--- src/rtl/key_matrix_emu_if.sv ---
// Command channel of the key matrix emulator: press requests in, status out.
interface key_matrix_emu_if;
  logic        Cmd_Valid;
  logic        Cmd_Ready;
  logic [3:0]  Cmd_Key;
  logic [15:0] Cmd_Hold;
  logic        Busy;
  logic        Done;

  modport master (output Cmd_Valid, Cmd_Key, Cmd_Hold, input Cmd_Ready, Busy, Done);
  modport slave  (input Cmd_Valid, Cmd_Key, Cmd_Hold, output Cmd_Ready, Busy, Done);
endinterface

--- src/rtl/key_matrix_emu.sv ---
// Emulates one key of a 4x4 scanned keypad: bounced press, timed hold,
// bounced release and a quiet gap, driven by press commands.
module key_matrix_emu #(
  parameter int TICK_CYC       = 50000,
  parameter int BOUNCE_CYC     = 1000,
  parameter int BOUNCE_TOGGLES = 4,
  parameter int GAP_TICKS      = 30
) (
  input  logic             Clk,
  input  logic             Rst,
  key_matrix_emu_if.slave  cmd,
  input  logic [3:0]       Key_Board_Col_i,
  output logic [3:0]       Key_Board_Row_o
);

  localparam int CNT_MAX = (TICK_CYC > BOUNCE_CYC) ? TICK_CYC : BOUNCE_CYC;
  localparam int CW      = (CNT_MAX > 1) ? $clog2(CNT_MAX) : 1;
  localparam int TOG_W   = (BOUNCE_TOGGLES > 0) ? $clog2(BOUNCE_TOGGLES + 1) : 1;
  localparam logic [CW-1:0]    TICK_LAST   = CW'(TICK_CYC - 1);
  localparam logic [CW-1:0]    BOUNCE_LAST = CW'(BOUNCE_CYC - 1);
  localparam logic [TOG_W-1:0] TOG_N       = TOG_W'(BOUNCE_TOGGLES);
  localparam logic [15:0]      GAP_LAST    = 16'(GAP_TICKS - 1);

  typedef enum logic [2:0] {
    IDLE     = 3'd0,
    BOUNCE_P = 3'd1,
    HOLD     = 3'd2,
    BOUNCE_R = 3'd3,
    GAP      = 3'd4
  } state_t;

  state_t           state_r, state_nx_s;
  logic             contact_r, contact_nx_s;
  logic [CW-1:0]    cyc_r, cyc_nx_s;
  logic [15:0]      tick_r, tick_nx_s;
  logic [TOG_W-1:0] tog_r, tog_nx_s;
  logic [1:0]       row_r, col_r;
  logic [15:0]      hold_last_r;
  logic             ready_r, busy_r, done_r;
  logic             accept_s;

  // Key code to {row, col}; codes 0 and 10 sit off the linear order.
  function automatic logic [3:0] key_pos(input logic [3:0] key);
    case (key)
      4'd0:    key_pos = 4'd9;
      4'd10:   key_pos = 4'd15;
      4'd1, 4'd2, 4'd3, 4'd4, 4'd5, 4'd6, 4'd7, 4'd8, 4'd9,
      4'd11, 4'd12, 4'd13, 4'd14, 4'd15:
               key_pos = key - 4'd1;
      default: key_pos = 4'd0;
    endcase
  endfunction

  assign cmd.Cmd_Ready = ready_r;
  assign cmd.Busy      = busy_r;
  assign cmd.Done      = done_r;

  // Next-state and contact sequencing for the press/release script.
  always_comb begin
    state_nx_s   = state_r;
    contact_nx_s = contact_r;
    cyc_nx_s     = cyc_r + 1'b1;
    tick_nx_s    = tick_r;
    tog_nx_s     = tog_r;
    accept_s     = 1'b0;
    case (state_r)
      IDLE: begin
        contact_nx_s = 1'b0;
        cyc_nx_s     = '0;
        if (cmd.Cmd_Valid && ready_r) begin
          accept_s     = 1'b1;
          state_nx_s   = BOUNCE_P;
          contact_nx_s = 1'b1;
        end else begin
          state_nx_s = IDLE;
        end
      end
      BOUNCE_P, BOUNCE_R: begin
        // The phase ends one bounce period after the last inversion.
        if (BOUNCE_TOGGLES == 0 || (cyc_r == BOUNCE_LAST && tog_r == TOG_N)) begin
          state_nx_s   = (state_r == BOUNCE_P) ? HOLD : GAP;
          contact_nx_s = (state_r == BOUNCE_P);
        end else if (cyc_r == BOUNCE_LAST) begin
          cyc_nx_s     = '0;
          contact_nx_s = ~contact_r;
          tog_nx_s     = tog_r + 1'b1;
        end else begin
          contact_nx_s = contact_r;
        end
      end
      HOLD: begin
        contact_nx_s = 1'b1;
        if (cyc_r == TICK_LAST) begin
          cyc_nx_s = '0;
          if (tick_r == hold_last_r) begin
            state_nx_s   = BOUNCE_R;
            contact_nx_s = 1'b0;
          end else begin
            tick_nx_s = tick_r + 16'd1;
          end
        end else begin
          tick_nx_s = tick_r;
        end
      end
      GAP: begin
        contact_nx_s = 1'b0;
        if (cyc_r == TICK_LAST) begin
          cyc_nx_s = '0;
          if (tick_r == GAP_LAST) begin
            state_nx_s = IDLE;
          end else begin
            tick_nx_s = tick_r + 16'd1;
          end
        end else begin
          tick_nx_s = tick_r;
        end
      end
      default: begin
        state_nx_s   = IDLE;
        contact_nx_s = 1'b0;
      end
    endcase
  end

  // State, counters, latched command and registered status outputs.
  always_ff @(posedge Clk) begin
    if (Rst) begin
      state_r     <= IDLE;
      contact_r   <= 1'b0;
      cyc_r       <= '0;
      tick_r      <= 16'd0;
      tog_r       <= '0;
      row_r       <= 2'd0;
      col_r       <= 2'd0;
      hold_last_r <= 16'd0;
      ready_r     <= 1'b0;
      busy_r      <= 1'b0;
      done_r      <= 1'b0;
    end else begin
      state_r   <= state_nx_s;
      contact_r <= contact_nx_s;
      if (state_nx_s != state_r) begin
        cyc_r  <= '0;
        tick_r <= 16'd0;
        tog_r  <= '0;
      end else begin
        cyc_r  <= cyc_nx_s;
        tick_r <= tick_nx_s;
        tog_r  <= tog_nx_s;
      end
      if (accept_s) begin
        {row_r, col_r} <= key_pos(cmd.Cmd_Key);
        hold_last_r    <= (cmd.Cmd_Hold == 16'd0) ? 16'd0 : cmd.Cmd_Hold - 16'd1;
      end
      ready_r <= (state_nx_s == IDLE);
      busy_r  <= (state_nx_s != IDLE);
      done_r  <= (state_r == GAP) && (state_nx_s == IDLE);
    end
  end

  // Closed contact pulls its row low only while its column is driven low.
  always_comb begin
    Key_Board_Row_o = 4'b1111;
    if (contact_r && !Key_Board_Col_i[col_r]) begin
      Key_Board_Row_o[row_r] = 1'b0;
    end else begin
      Key_Board_Row_o = 4'b1111;
    end
  end

endmodule
--- src/flat_wrapper.sv ---
// flat-port wrapper written by rule: the top's interface ports become plain ports
module key_matrix_emu_flat 
#(
  parameter int TICK_CYC       = 50000,
  parameter int BOUNCE_CYC     = 1000,
  parameter int BOUNCE_TOGGLES = 4,
  parameter int GAP_TICKS      = 30
)
  (Clk, Rst, Key_Board_Col_i, Key_Board_Row_o, cmd_Cmd_Valid, cmd_Cmd_Key, cmd_Cmd_Hold, cmd_Cmd_Ready, cmd_Busy, cmd_Done);
  key_matrix_emu_if cmd_i ();
  input  logic Clk;
  input  logic Rst;
  input  logic [3:0] Key_Board_Col_i;
  output logic [3:0] Key_Board_Row_o;
  input wire logic [$bits(cmd_i.Cmd_Valid)-1:0] cmd_Cmd_Valid;
  input wire logic [$bits(cmd_i.Cmd_Key)-1:0] cmd_Cmd_Key;
  input wire logic [$bits(cmd_i.Cmd_Hold)-1:0] cmd_Cmd_Hold;
  output wire logic [$bits(cmd_i.Cmd_Ready)-1:0] cmd_Cmd_Ready;
  output wire logic [$bits(cmd_i.Busy)-1:0] cmd_Busy;
  output wire logic [$bits(cmd_i.Done)-1:0] cmd_Done;
  assign cmd_i.Cmd_Valid = cmd_Cmd_Valid;
  assign cmd_i.Cmd_Key = cmd_Cmd_Key;
  assign cmd_i.Cmd_Hold = cmd_Cmd_Hold;
  assign cmd_Cmd_Ready = cmd_i.Cmd_Ready;
  assign cmd_Busy = cmd_i.Busy;
  assign cmd_Done = cmd_i.Done;
  key_matrix_emu #(.TICK_CYC(TICK_CYC), .BOUNCE_CYC(BOUNCE_CYC), .BOUNCE_TOGGLES(BOUNCE_TOGGLES), .GAP_TICKS(GAP_TICKS)) u_core (.Clk(Clk), .Rst(Rst), .cmd(cmd_i), .Key_Board_Col_i(Key_Board_Col_i), .Key_Board_Row_o(Key_Board_Row_o));
endmodule
--- config.mk ---
export PLATFORM = sky130hd
export DESIGN_NAME = key_matrix_emu_flat
export DESIGN_NICKNAME = d
export VERILOG_FILES = /design/src/rtl/key_matrix_emu_if.sv /design/src/rtl/key_matrix_emu.sv /design/src/flat_wrapper.sv
export SDC_FILE = /design/constraint.sdc
export NUM_CORES = 1
export LEC_CHECK = 0
export CORE_MARGIN = 2
export CORE_UTILIZATION = 45
export DETAILED_ROUTE_END_ITERATION = 6
export MAX_ROUTING_LAYER = met4
export PLACE_DENSITY = 0.66
export SKIP_LAST_GASP = 1
export SLEW_MARGIN = 20
export SYNTH_ARGS = -nofsm -noshare
export SYNTH_HDL_FRONTEND = slang
export SYNTH_SLANG_ARGS = --single-unit
--- constraint.sdc ---
create_clock -name Clk -period 2 [get_ports Clk]
set_input_delay 0.4 -clock Clk [delete_from_list [all_inputs] [get_ports Clk]]
set_output_delay 0.4 -clock Clk [all_outputs]
set_load 0.01 [all_outputs]
==> metrics.txt, run 1 <==
DRC Markers=0; IO Port Bufs=33; # H-tree levels=3; initial antenna violation count=0; VDD IR-drop max=~0.43 mV; Synth async-reset ratio=0%; Die ar.=approximately 8900 um2; LEAKAGE=approximately 1.9 nW; Reg-to-Reg Start=u_core.tick_r[0]$_SDFFE_PP0P_; violated checks=negative setup slack; DRT iter0 DRCs=around 160; Final Setup Violations=10; Antenna Nets Post-Route=0; top cells by count, synth=nor2_1, dfxtp_1, xnor2_1, nand4_1, nand2_1; Reg power frac=between 40% and 50%; Worst Hold Class=in -> reg; Cells after Synth=441; EDFF count, synth=0; cell taking the most area after synthesis=dfxtp_1; period utilization=108.3%; DRT Pass-1 Iters=5; internal cell power=between 0.002 and 0.0025 W; largest net degree at the start of global routing=36; status=complete, but fails checks; first-pass GRT wire length=about 16,000 um; Crit. End Element=output port; met1 WL=4628 um; Post-Place Cell Area=approximately 4500 um2; post-layout min period=between 2 and 2.5 ns; max_cap viols=0; Worst-Margin Slew=about 0.45 ns; GPL Wtd Cong=between 0.9 and 1; Routed WL per cell=around 15 um; drt via density=5.450; post-synth net total=~480; post-synth cell types=53; max-slew violation count=0; fin area=just over 5000 um2; CTS tree=built; Syn. warnings=0; CTS clk-pin slew, worst paths=0.08 ns; Ports=34; Root Buffer=clkbuf_8; worst setup margin=-0.1668 ns; crit path kind=reg -> out; GR Util All Layers=23.66%; most frequent cell after synthesis=nor2_1; vias=~3.6k; hold_buf cts=0; row count=32; register area share after synthesis=between 30% and 40%; DIE HEIGHT=94.14 um; Fin. Hold Viols=0; Antenna diodes=0; Fmax achieved=461.5 MHz; max_slew headroom=a little over two thirds; Syn Std Cell Area=between 3000 and 4000 um2; Util after Layout=approximately two thirds; core footprint=just under 8000 um2; required time of the critical path=approximately 1.6 ns; die width=between 90 and 100 um; Fin Clk Skew=0.01234 ns; logic gate share of total power=between 10% and 20%; Met3 Wirelength=around 280 um; clock sink total=62; met2 wire length=5109 um; reg-to-reg slack, setup=approximately 0.05 ns; WL final=between 10,000 and 15,000 um; largest fanout on the critical path=2; CP arrival=1.77 ns; layout net count=roughly 600; Reg2Reg Depth=10; Area Growth Syn to Fin=41.34%; synth top area cells=dfxtp_1, xnor2_1, nor2_1; Worst setup endpoint=Key_Board_Row_o[0]; Max Buffers Root-to-Sink=2; net load switching power=0.0008198 W; Num CTS Buffers=9; vias in the first global route=~3.6k; crit path launch type=flip-flop; Total Power=~0.003 W; grt total ovfl=0; clock network power share=roughly 39%; RSZ-0062 raised after global routing=yes; Top Layer Used=met4; initial core utilization=46.83%; Worst-Skew Late Latency=between 0.3 and 0.4 ns; PwrDens=574.8 nW/um2; Syn Area/Cell=8.290 um2; Non-Filler Instances=about 660; sw frac=~28%; share of the synthesized area in the top cell type=between 30 and 40%; cell total after placement=616; Top FF cell, synth=dfxtp_1; Detailed Place HPWL=just under 7000 um; R2R Path End=u_core.tick_r[0]$_SDFFE_PP0P_; share of layout cells above drive strength 1=32.55%; Seq cells post-synth=just over 60; Setup crit start=u_core.col_r[0]$_SDFFE_PP0P_
worst max-delay path, cell delays in order, from the launching register on:
cell and delay, ns:
dfxtp_2 0.35, mux4_2 0.49, nand2b_4 0.15, or3_1 0.30, buf_2 0.14
state kept, by name, indices dropped and copies added, names as in the netlist:
signal,count
u_core.cmd.Done,1
u_core.hold_last_r,16
u_core.state_r,3
u_core.col_r,2
u_core.cmd.Busy,1
u_core.tog_r,3
u_core.tick_r,16
u_core.cyc_r,16
u_core.cmd.Cmd_Ready,1
u_core.contact_r,1
u_core.row_r,2
kinds of logic after synthesis:
group	share of synthesized area (%)
flip-flops	33.95
AO/OA/AOI/OAI	11.53
adder cells (fa/ha/maj)	3.422
buffers and inverters	4.312
AND/OR/NAND/NOR	30.66
XOR/XNOR	14.13
multiplexers	1.985
layer usage:
| metal | up-vias | track usage, % |
|---|---|---|
| met4 | 0 | 6.039 |
| met3 | 14 | 4.976 |
| li1 | 1780 | - |
| met2 | 65 | 40.00 |
| met5 | - | - |
| met1 | 1727 | 28.82 |
layout by cell type, fill, tap and decap left out, types with 7 or more instances in the layout:
master | Yosys | layout
a21oi_1 | 20 | 17
dfxtp_2 | 0 | 13
xnor2_1 | 41 | 39
buf_4 | 1 | 79
nor2_2 | 8 | 9
nand2_1 | 22 | 22
ha_1 | 10 | 7
clkdlybuf4s50_1 | 0 | 17
clkbuf_8 | 0 | 10
nor3_1 | 13 | 12
inv_1 | 12 | 10
nand4_1 | 26 | 26
nor2_1 | 63 | 60
xor2_1 | 18 | 18
dfxtp_1 | 62 | 46
nand3_1 | 16 | 16
o21ai_0 | 13 | 12
nor2b_1 | 10 | 10
power by group through the flow:
stage | sequential, W | clock (W) | combinational, W
CTS | 0.00130 | 0.00117 | 0.000443
floorplan | 0.00132 | 0 | 0.000217
global route | 0.00130 | 0.00123 | 0.000562
detailed placement | 0.00132 | 0 | 0.000422
global placement | 0.00132 | 0 | 0.000416
finish | 0.00130 | 0.00115 | 0.000523
worst min-delay path by stage:
stage                                             from                             endpoint  slack (ns)  cells past startpoint
after floorplan             u_core.cyc_r[0]$_SDFF_PP0_           u_core.cyc_r[0]$_SDFF_PP0_        0.42                      1
after global placement      u_core.cyc_r[0]$_SDFF_PP0_           u_core.cyc_r[0]$_SDFF_PP0_        0.43                      1
after detailed placement    u_core.cyc_r[0]$_SDFF_PP0_           u_core.cyc_r[0]$_SDFF_PP0_        0.43                      1
after CTS                   u_core.cyc_r[0]$_SDFF_PP0_           u_core.cyc_r[0]$_SDFF_PP0_        0.44                      1
after global routing      u_core.col_r[1]$_SDFFE_PP0P_         u_core.col_r[1]$_SDFFE_PP0P_        0.54                      2
final                                 cmd_Cmd_Hold[10]  u_core.hold_last_r[10]$_SDFFE_PP0P_        0.51                      5
stage by stage:
| stage | setup slack [ns] | hold WS [ns] | TNS, ns |
|---|---|---|---|
| 6_report | -0.1668 | 0.5086 | -0.8645 |
| 5_1_grt | -0.2398 | 0.5356 | -2.231 |
| 4_1_cts | -0.2454 | 0.4446 | -0.6789 |
| 3_5_place_dp | -0.6691 | 0.4317 | -12.45 |
| 3_3_place_gp | -0.6120 | 0.4259 | -11.71 |
| 2_1_floorplan | -0.1096 | 0.4182 | -1.500 |
cell type report:
cell class                      instances  area [um2]
Fill cell                             630        2640
Multi-Input combinational cell        346        2505
Sequential cell                        62        1269
Timing Repair Buffer                  120        1013
Clock buffer                           10       137.6
Tap cell                              102       127.6
Clock inverter                          6       70.07
Inverter                               12       45.04
repair_timing:
action / CTS / global route
pin swaps: 13 / 18
gates resized for setup: 54 / 58
gates cloned: 1 / 1
endpoints found under the setup margin: 35 / 49
setup buffers: 15 / 9
Note: power is estimated with default switching activity, not from simulation.
==> inputs of run 2 (changes only) <==
--- a/config.mk
+++ b/config.mk
@@ -6,10 +6,12 @@
 export NUM_CORES = 1
 export LEC_CHECK = 0
 export CORE_MARGIN = 2
-export CORE_UTILIZATION = 45
+export CORE_UTILIZATION = 46
 export DETAILED_ROUTE_END_ITERATION = 6
 export MAX_ROUTING_LAYER = met4
-export PLACE_DENSITY = 0.66
+export PLACE_DENSITY = 0.67
+export RECOVER_POWER = 25
+export REMOVE_ABC_BUFFERS = 1
 export SKIP_LAST_GASP = 1
 export SLEW_MARGIN = 20
 export SYNTH_ARGS = -nofsm -noshare
==> metrics.txt, run 2 (synthesis results as in run 1) <==
Fmax achieved=455.6 MHz (was 461.5 MHz); grt total ovfl=0 (unchanged); Worst-Margin Slew=0.4398 ns (was 0.4488 ns); die width=93.15 um (was 94.14 um); DIE HEIGHT=93.15 um (was 94.14 um); Crit. End Element=output port (unchanged); most common cell after layout, fill and taps aside=buf_4 (unchanged); Routed WL per cell=15.42 um (was 15.40 um); crit path launch type=flip-flop (unchanged); worst setup margin=-0.1948 ns (was -0.1668 ns); core footprint=7727 um2 (was 7807 um2); vias in the first global route=3,349 (was 3,585); post-layout min period=2.195 ns (was 2.167 ns); largest net degree at the start of global routing=32 (was 36); critical path's slowest cell=mux4_2 (unchanged); share of layout cells above drive strength 1=31.96% (was 32.55%); setup tns final=-1.779 ns (was -0.8645 ns); layout net count=589 (was 588); Post-Place Cell Area=4559 um2 (was 4523 um2); DP Worst Slack=-0.7487 ns (was -0.6691 ns); Worst-Skew Late Latency=0.36 ns (was 0.34 ns); Total Power=0.003018 W (was 0.002970 W); IO Port Bufs=33 (unchanged); required time of the critical path=1.60 ns (about the same); Die ar.=8677 um2 (was 8861 um2); DRT iter0 DRCs=253 (was 158); DRC Markers=0 (unchanged); max_cap viols=0 (unchanged); crit-path cells=mux4_2 > nand2b_4 > or3_1 > buf_2 (unchanged); status=complete, but fails checks (unchanged); DRT Pass-1 Iters=7 (was 5); Area Growth Syn to Fin=41.31% (was 41.34%); GR Util All Layers=22.77% (was 23.66%); Root Buffer=clkbuf_8 (unchanged); first-pass GRT wire length=15,170 um (was 16,350 um); initial antenna violation count=0 (unchanged); violated checks=negative setup slack (unchanged); vias=3,684 (was 3,586); crit path kind=reg -> out (unchanged); fin area=5166 um2 (was 5167 um2); commonest non-fill, non-tap cells in the layout=buf_4, nor2_1, dfxtp_1 (unchanged); Ports=34 (unchanged); Fin. Hold Viols=0 (unchanged); CP arrival=1.79 ns (was 1.77 ns); VDD IR-drop max=0.6453 mV (was 0.4268 mV); CP bufs+invs=1 (unchanged); Setup crit start=u_core.col_r[0]$_SDFFE_PP0P_ (unchanged); PwrDens=584.1 nW/um2 (was 574.8 nW/um2); Fin Clk Skew=0.006971 ns (was 0.01234 ns); # H-tree levels=3 (unchanged); Antenna diodes=0 (unchanged); Final Setup Violations=29 (was 10); row count=32 (unchanged); Antenna Nets Post-Route=0 (unchanged); max_slew headroom=70.68% (was 69.80%); Worst Hold Class=reg -> reg (was in -> reg); WL final=10,170 um (was 10,130 um); Hold Startpoint=u_core.hold_last_r[10]$_SDFFE_PP0P_ (was cmd_Cmd_Hold[10]); largest fanout on the critical path=2 (unchanged); RSZ-0062 raised after global routing=yes (unchanged); CP max stage delay=0.49 ns (about the same); max-slew violation count=0 (unchanged); initial core utilization=47.31% (was 46.83%); Largest regs=u_core.cyc_r (16), u_core.hold_last_r (16), u_core.tick_r (16) (unchanged); CTS tree=built (unchanged); Util after Layout=66.86% (was 66.19%); Top delay family on crit path=multiplexers (unchanged); hold_buf cts=0 (unchanged); Detailed Place HPWL=6679 um (was 6858 um); CTS clk-pin slew, worst paths=0.07 ns (was 0.08 ns); LEAKAGE=1.926 nW (was 1.921 nW); Num CTS Buffers=9 (unchanged); period utilization=109.7% (was 108.3%); Reg-to-Reg Start=u_core.tick_r[1]$_SDFFE_PP0P_ (was u_core.tick_r[0]$_SDFFE_PP0P_); GPL Wtd Cong=0.8367 (was 0.9002); drt via density=5.590 (was 5.450); clock sink total=62 (unchanged); Max Buffers Root-to-Sink=2 (unchanged)
[run 2: changes by cell type in the layout (fill, tap and decap cells not counted), moves of 3 or more]
cell / before / now
buf_2: 5 / 8
buf_6: 6 / 3
clkbuf_1: 0 / 3
clkdlybuf4s50_1: 17 / 14
dfxtp_1: 46 / 49
dfxtp_2: 13 / 8
dlygate4sd3_1: 0 / 3
nor2_1: 60 / 56
xnor2_1: 39 / 36
xnor2_2: 2 / 5
[run 2: path summary, 6_finish.rpt]
path,endpoint,slack [ns],cells after the start
hold reg to reg,u_core.hold_last_r[10]$_SDFFE_PP0P_,0.50,2
hold / removal,u_core.hold_last_r[10]$_SDFFE_PP0P_,0.50,2
setup / recovery,Key_Board_Row_o[0],-0.19,4
setup reg to reg,u_core.tick_r[2]$_SDFFE_PP0P_,-0.08,9
[run 2: through the flow]
step           instances  hold WS, ns
3_3_place_gp         625       0.4579
4_1_cts              647       0.5004
6_report             659       0.4965
5_1_grt              659       0.5125
3_5_place_dp         625       0.4881
2_1_floorplan        419       0.4234
[run 2: area by class of cell]
type                    instances  area (um2)
fillers                       621        2561
inverters                      12       45.04
well taps                     102       127.6
clock buffers                  10       127.6
clock inverters                 6       86.33
multi-input cells             346        2524
flip-flops and latches         62        1270
repair buffers                121       985.9
[run 2: worst reg2reg max path: cells and delay by family (launching register included)]
kind                      cells  cell delay (ns)
xor gates and xnor gates      1             0.18
buffers and inverters         3             0.57
DFF                           1             0.34
and+or+nand+nor               2             0.48
AOI/OAI and AO/OA             3             0.42
[run 2: routing by layer]
layer  wire length, um  vias to the layer above  GRT usage, %
met1              4224                     1724         26.66
li1                  -                     1778             -
met2              4997                      133         37.26
met5                 0                        -             -
met3               597                       49         7.736
met4               346                        0         6.740
[run 2: what timing repair did]
| action | CTS | global route |
|---|---|---|
| setup buffers | 5 | 9 |
| pin swaps | 16 | 19 |
| endpoints found under the setup margin | 32 | 42 |
| cloned | 1 | 3 |
| gates resized for setup | 57 | 58 |
[run 2: where the power goes]
part	leakage, nW	total (W)	internal [W]	switching [W]
clock	0.106	0.00121	0.000699	0.000509
sequential	0.510	0.00129	0.00126	0.0000299
combinational	1.31	0.000518	0.000266	0.000252
==> inputs of run 3 (changes only) <==
--- a/config.mk
+++ b/config.mk
@@ -6,10 +6,10 @@
 export NUM_CORES = 1
 export LEC_CHECK = 0
 export CORE_MARGIN = 2
-export CORE_UTILIZATION = 46
+export CORE_UTILIZATION = 52
 export DETAILED_ROUTE_END_ITERATION = 6
 export MAX_ROUTING_LAYER = met4
-export PLACE_DENSITY = 0.67
+export PLACE_DENSITY = 0.74
 export RECOVER_POWER = 25
 export REMOVE_ABC_BUFFERS = 1
 export SKIP_LAST_GASP = 1
==> metrics.txt, run 3 (synthesis results as in run 1) <==
most common cell after layout, fill and taps aside=buf_4 (unchanged); die width=87.85 um (was 93.15 um); post-layout min period=2.196 ns (was 2.195 ns); Num CTS Buffers=9 (unchanged); largest net degree at the start of global routing=32 (unchanged); Area Growth Syn to Fin=37.06% (was 41.31%); initial core utilization=53.81% (was 47.31%); Worst-Margin Slew=0.5190 ns (was 0.4398 ns); IO Port Bufs=33 (unchanged); WL final=9378 um (was 10,170 um); crit path launch type=flip-flop (unchanged); GR Util All Layers=25.51% (was 22.77%); Ports=34 (unchanged); period utilization=109.8% (was 109.7%); Max Buffers Root-to-Sink=2 (unchanged); LEAKAGE=1.870 nW (was 1.926 nW); # H-tree levels=3 (unchanged); worst setup margin=-0.1955 ns (was -0.1948 ns); net load switching power=0.0007416 W (was 0.0007904 W); required time of the critical path=1.60 ns (about the same); grt total ovfl=0 (unchanged); Largest regs=u_core.cyc_r (16), u_core.hold_last_r (16), u_core.tick_r (16) (unchanged); clock network power share=40.8% (was 40.0%); Seq. cell area=1261 um2 (was 1270 um2); vias=3,594 (was 3,684); logic gate share of total power=15.7% (was 17.2%); DRT iter0 DRCs=209 (was 253); Die ar.=7718 um2 (was 8677 um2); Root Buffer=clkbuf_8 (unchanged); Routed WL per cell=14.56 um (was 15.42 um); sw frac=24.90% (was 26.19%); commonest non-fill, non-tap cells in the layout=buf_4, nor2_1, dfxtp_1 (unchanged); Crit. End Element=output port (unchanged); row count=30 (was 32); Fin. Hold Viols=0 (unchanged); status=complete, but fails checks (unchanged); DRT Pass-1 Iters=4 (was 7); DIE HEIGHT=87.85 um (was 93.15 um); Worst Hold Class=reg -> reg (unchanged); clock sink total=62 (unchanged); crit path kind=reg -> out (unchanged); Detailed Place HPWL=6433 um (was 6679 um); layout net count=580 (was 589); hold_buf cts=0 (unchanged); initial antenna violation count=0 (unchanged); VDD IR-drop max=0.5710 mV (was 0.6453 mV); area of the multi-input gates=2439 um2 (was 2524 um2); Fmax achieved=455.5 MHz (was 455.6 MHz); Antenna Nets Post-Route=0 (unchanged); Total Power=0.002979 W (was 0.003018 W); max_cap viols=0 (unchanged); Antenna diodes=0 (unchanged); Worst-Skew Late Latency=0.35 ns (was 0.36 ns); CTS clk-pin slew, worst paths=0.07 ns (about the same); RSZ-0062 raised after global routing=yes (unchanged); GPL Wtd Cong=0.8444 (was 0.8367); vias in the first global route=3,443 (was 3,349); DRC Markers=0 (unchanged); share of layout cells above drive strength 1=28.65% (was 31.96%); drt via density=5.581 (was 5.590); internal cell power=0.002237 W (was 0.002227 W); CTS tree=built (unchanged); Reg power frac=43.5% (was 42.8%); core footprint=6794 um2 (was 7727 um2); Final Setup Violations=23 (was 29); Fin Clk Skew=0.008632 ns (was 0.006971 ns); violated checks=negative setup slack (unchanged); max_slew headroom=65.11% (was 70.68%); max-slew violation count=0 (unchanged); PwrDens=594.4 nW/um2 (was 584.1 nW/um2); first-pass GRT wire length=15,130 um (was 15,170 um); DP Worst Slack=-0.6882 ns (was -0.7487 ns); CP arrival=1.80 ns (was 1.79 ns); fill cell count=479 (was 621); largest fanout on the critical path=3 (was 2)
-- run 3: cell count changes in the layout (fill, tap and decap cells not counted), sizes merged --
cell and delta:
buf -8, clkbuf +2, clkdlybuf4s15 -1, clkinv -1, clkinvlp -1, dlygate4sd2 +1, nor2 -1
-- run 3: routing by layer --
| layer | global-route usage, % | vias up | share of wire [%] |
|---|---|---|---|
| li1 | - | 1770 | - |
| met1 | 29.29 | 1726 | 43 |
| met2 | 43.46 | 82 | 51 |
| met3 | 6.692 | 16 | 4.6 |
| met4 | 7.832 | 0 | 1.4 |
| met5 | - | - | 0 |
-- run 3: what timing repair did --
| action | in CTS | in global routing |
|---|---|---|
| buffers inserted | 5 | 10 |
| setup endpoints to repair | 44 | 34 |
| gates cloned | 0 | 1 |
| pin swaps | 10 | 13 |
| hold endpoints to repair | 0 | 0 |
| resized for setup | 56 | 43 |
-- run 3: worst paths after layout --
| kind | slack [ns] | endpoint | startpoint | cells past startpoint |
|---|---|---|---|---|
| max | -0.20 | Key_Board_Row_o[0] | u_core.col_r[0]$_SDFFE_PP0P_ | 4 |
| min | 0.47 | u_core.hold_last_r[10]$_SDFFE_PP0P_ | u_core.hold_last_r[10]$_SDFFE_PP0P_ | 2 |
| max reg2reg | -0.03 | u_core.tick_r[1]$_SDFFE_PP0P_ | u_core.hold_last_r[4]$_SDFFE_PP0P_ | 8 |
| min reg2reg | 0.47 | u_core.hold_last_r[10]$_SDFFE_PP0P_ | u_core.hold_last_r[10]$_SDFFE_PP0P_ | 2 |
-- run 3: critical path, stage by stage, from the launching register on --
cell,delay [ns]
dfxtp_2,0.34
mux4_2,0.50
nand2b_4,0.16
or3_1,0.31
buf_2,0.15
-- run 3: final cells by class --
| type | count | share of cell area, % |
|---|---|---|
| inverters | 12 | 0.8989 |
| repair buffers | 113 | 18.58 |
| multi-input cells | 345 | 48.66 |
| clock inverters | 4 | 1.398 |
| flip-flops and latches | 62 | 25.17 |
| clock buffers | 12 | 2.896 |
| well taps | 96 | 2.397 |
-- run 3: power groups by stage --
stage | logic [W] | clock network (W) | registers (W)
after floorplan | 0.000193 | 0 | 0.00132
after global placement | 0.000394 | 0 | 0.00132
after detailed placement | 0.000406 | 0 | 0.00132
after CTS | 0.000416 | 0.00123 | 0.00130
after global routing | 0.000504 | 0.00129 | 0.00130
final | 0.000468 | 0.00121 | 0.00130
-- run 3: metrics by stage --
stage	hold WS, ns	setup TNS, ns	utilization, %	instance area (um2)	instances
after detailed placement	0.4653	-12.61	66.04	4487	612
final	0.4732	-0.8952	73.76	5011	644
after floorplan	0.4234	-12.27	-	3543	419
after CTS	0.4741	-0.5425	70.22	4771	633
after global routing	0.4883	-3.484	73.76	5011	644
after global placement	0.4576	-11.78	66.04	4487	612
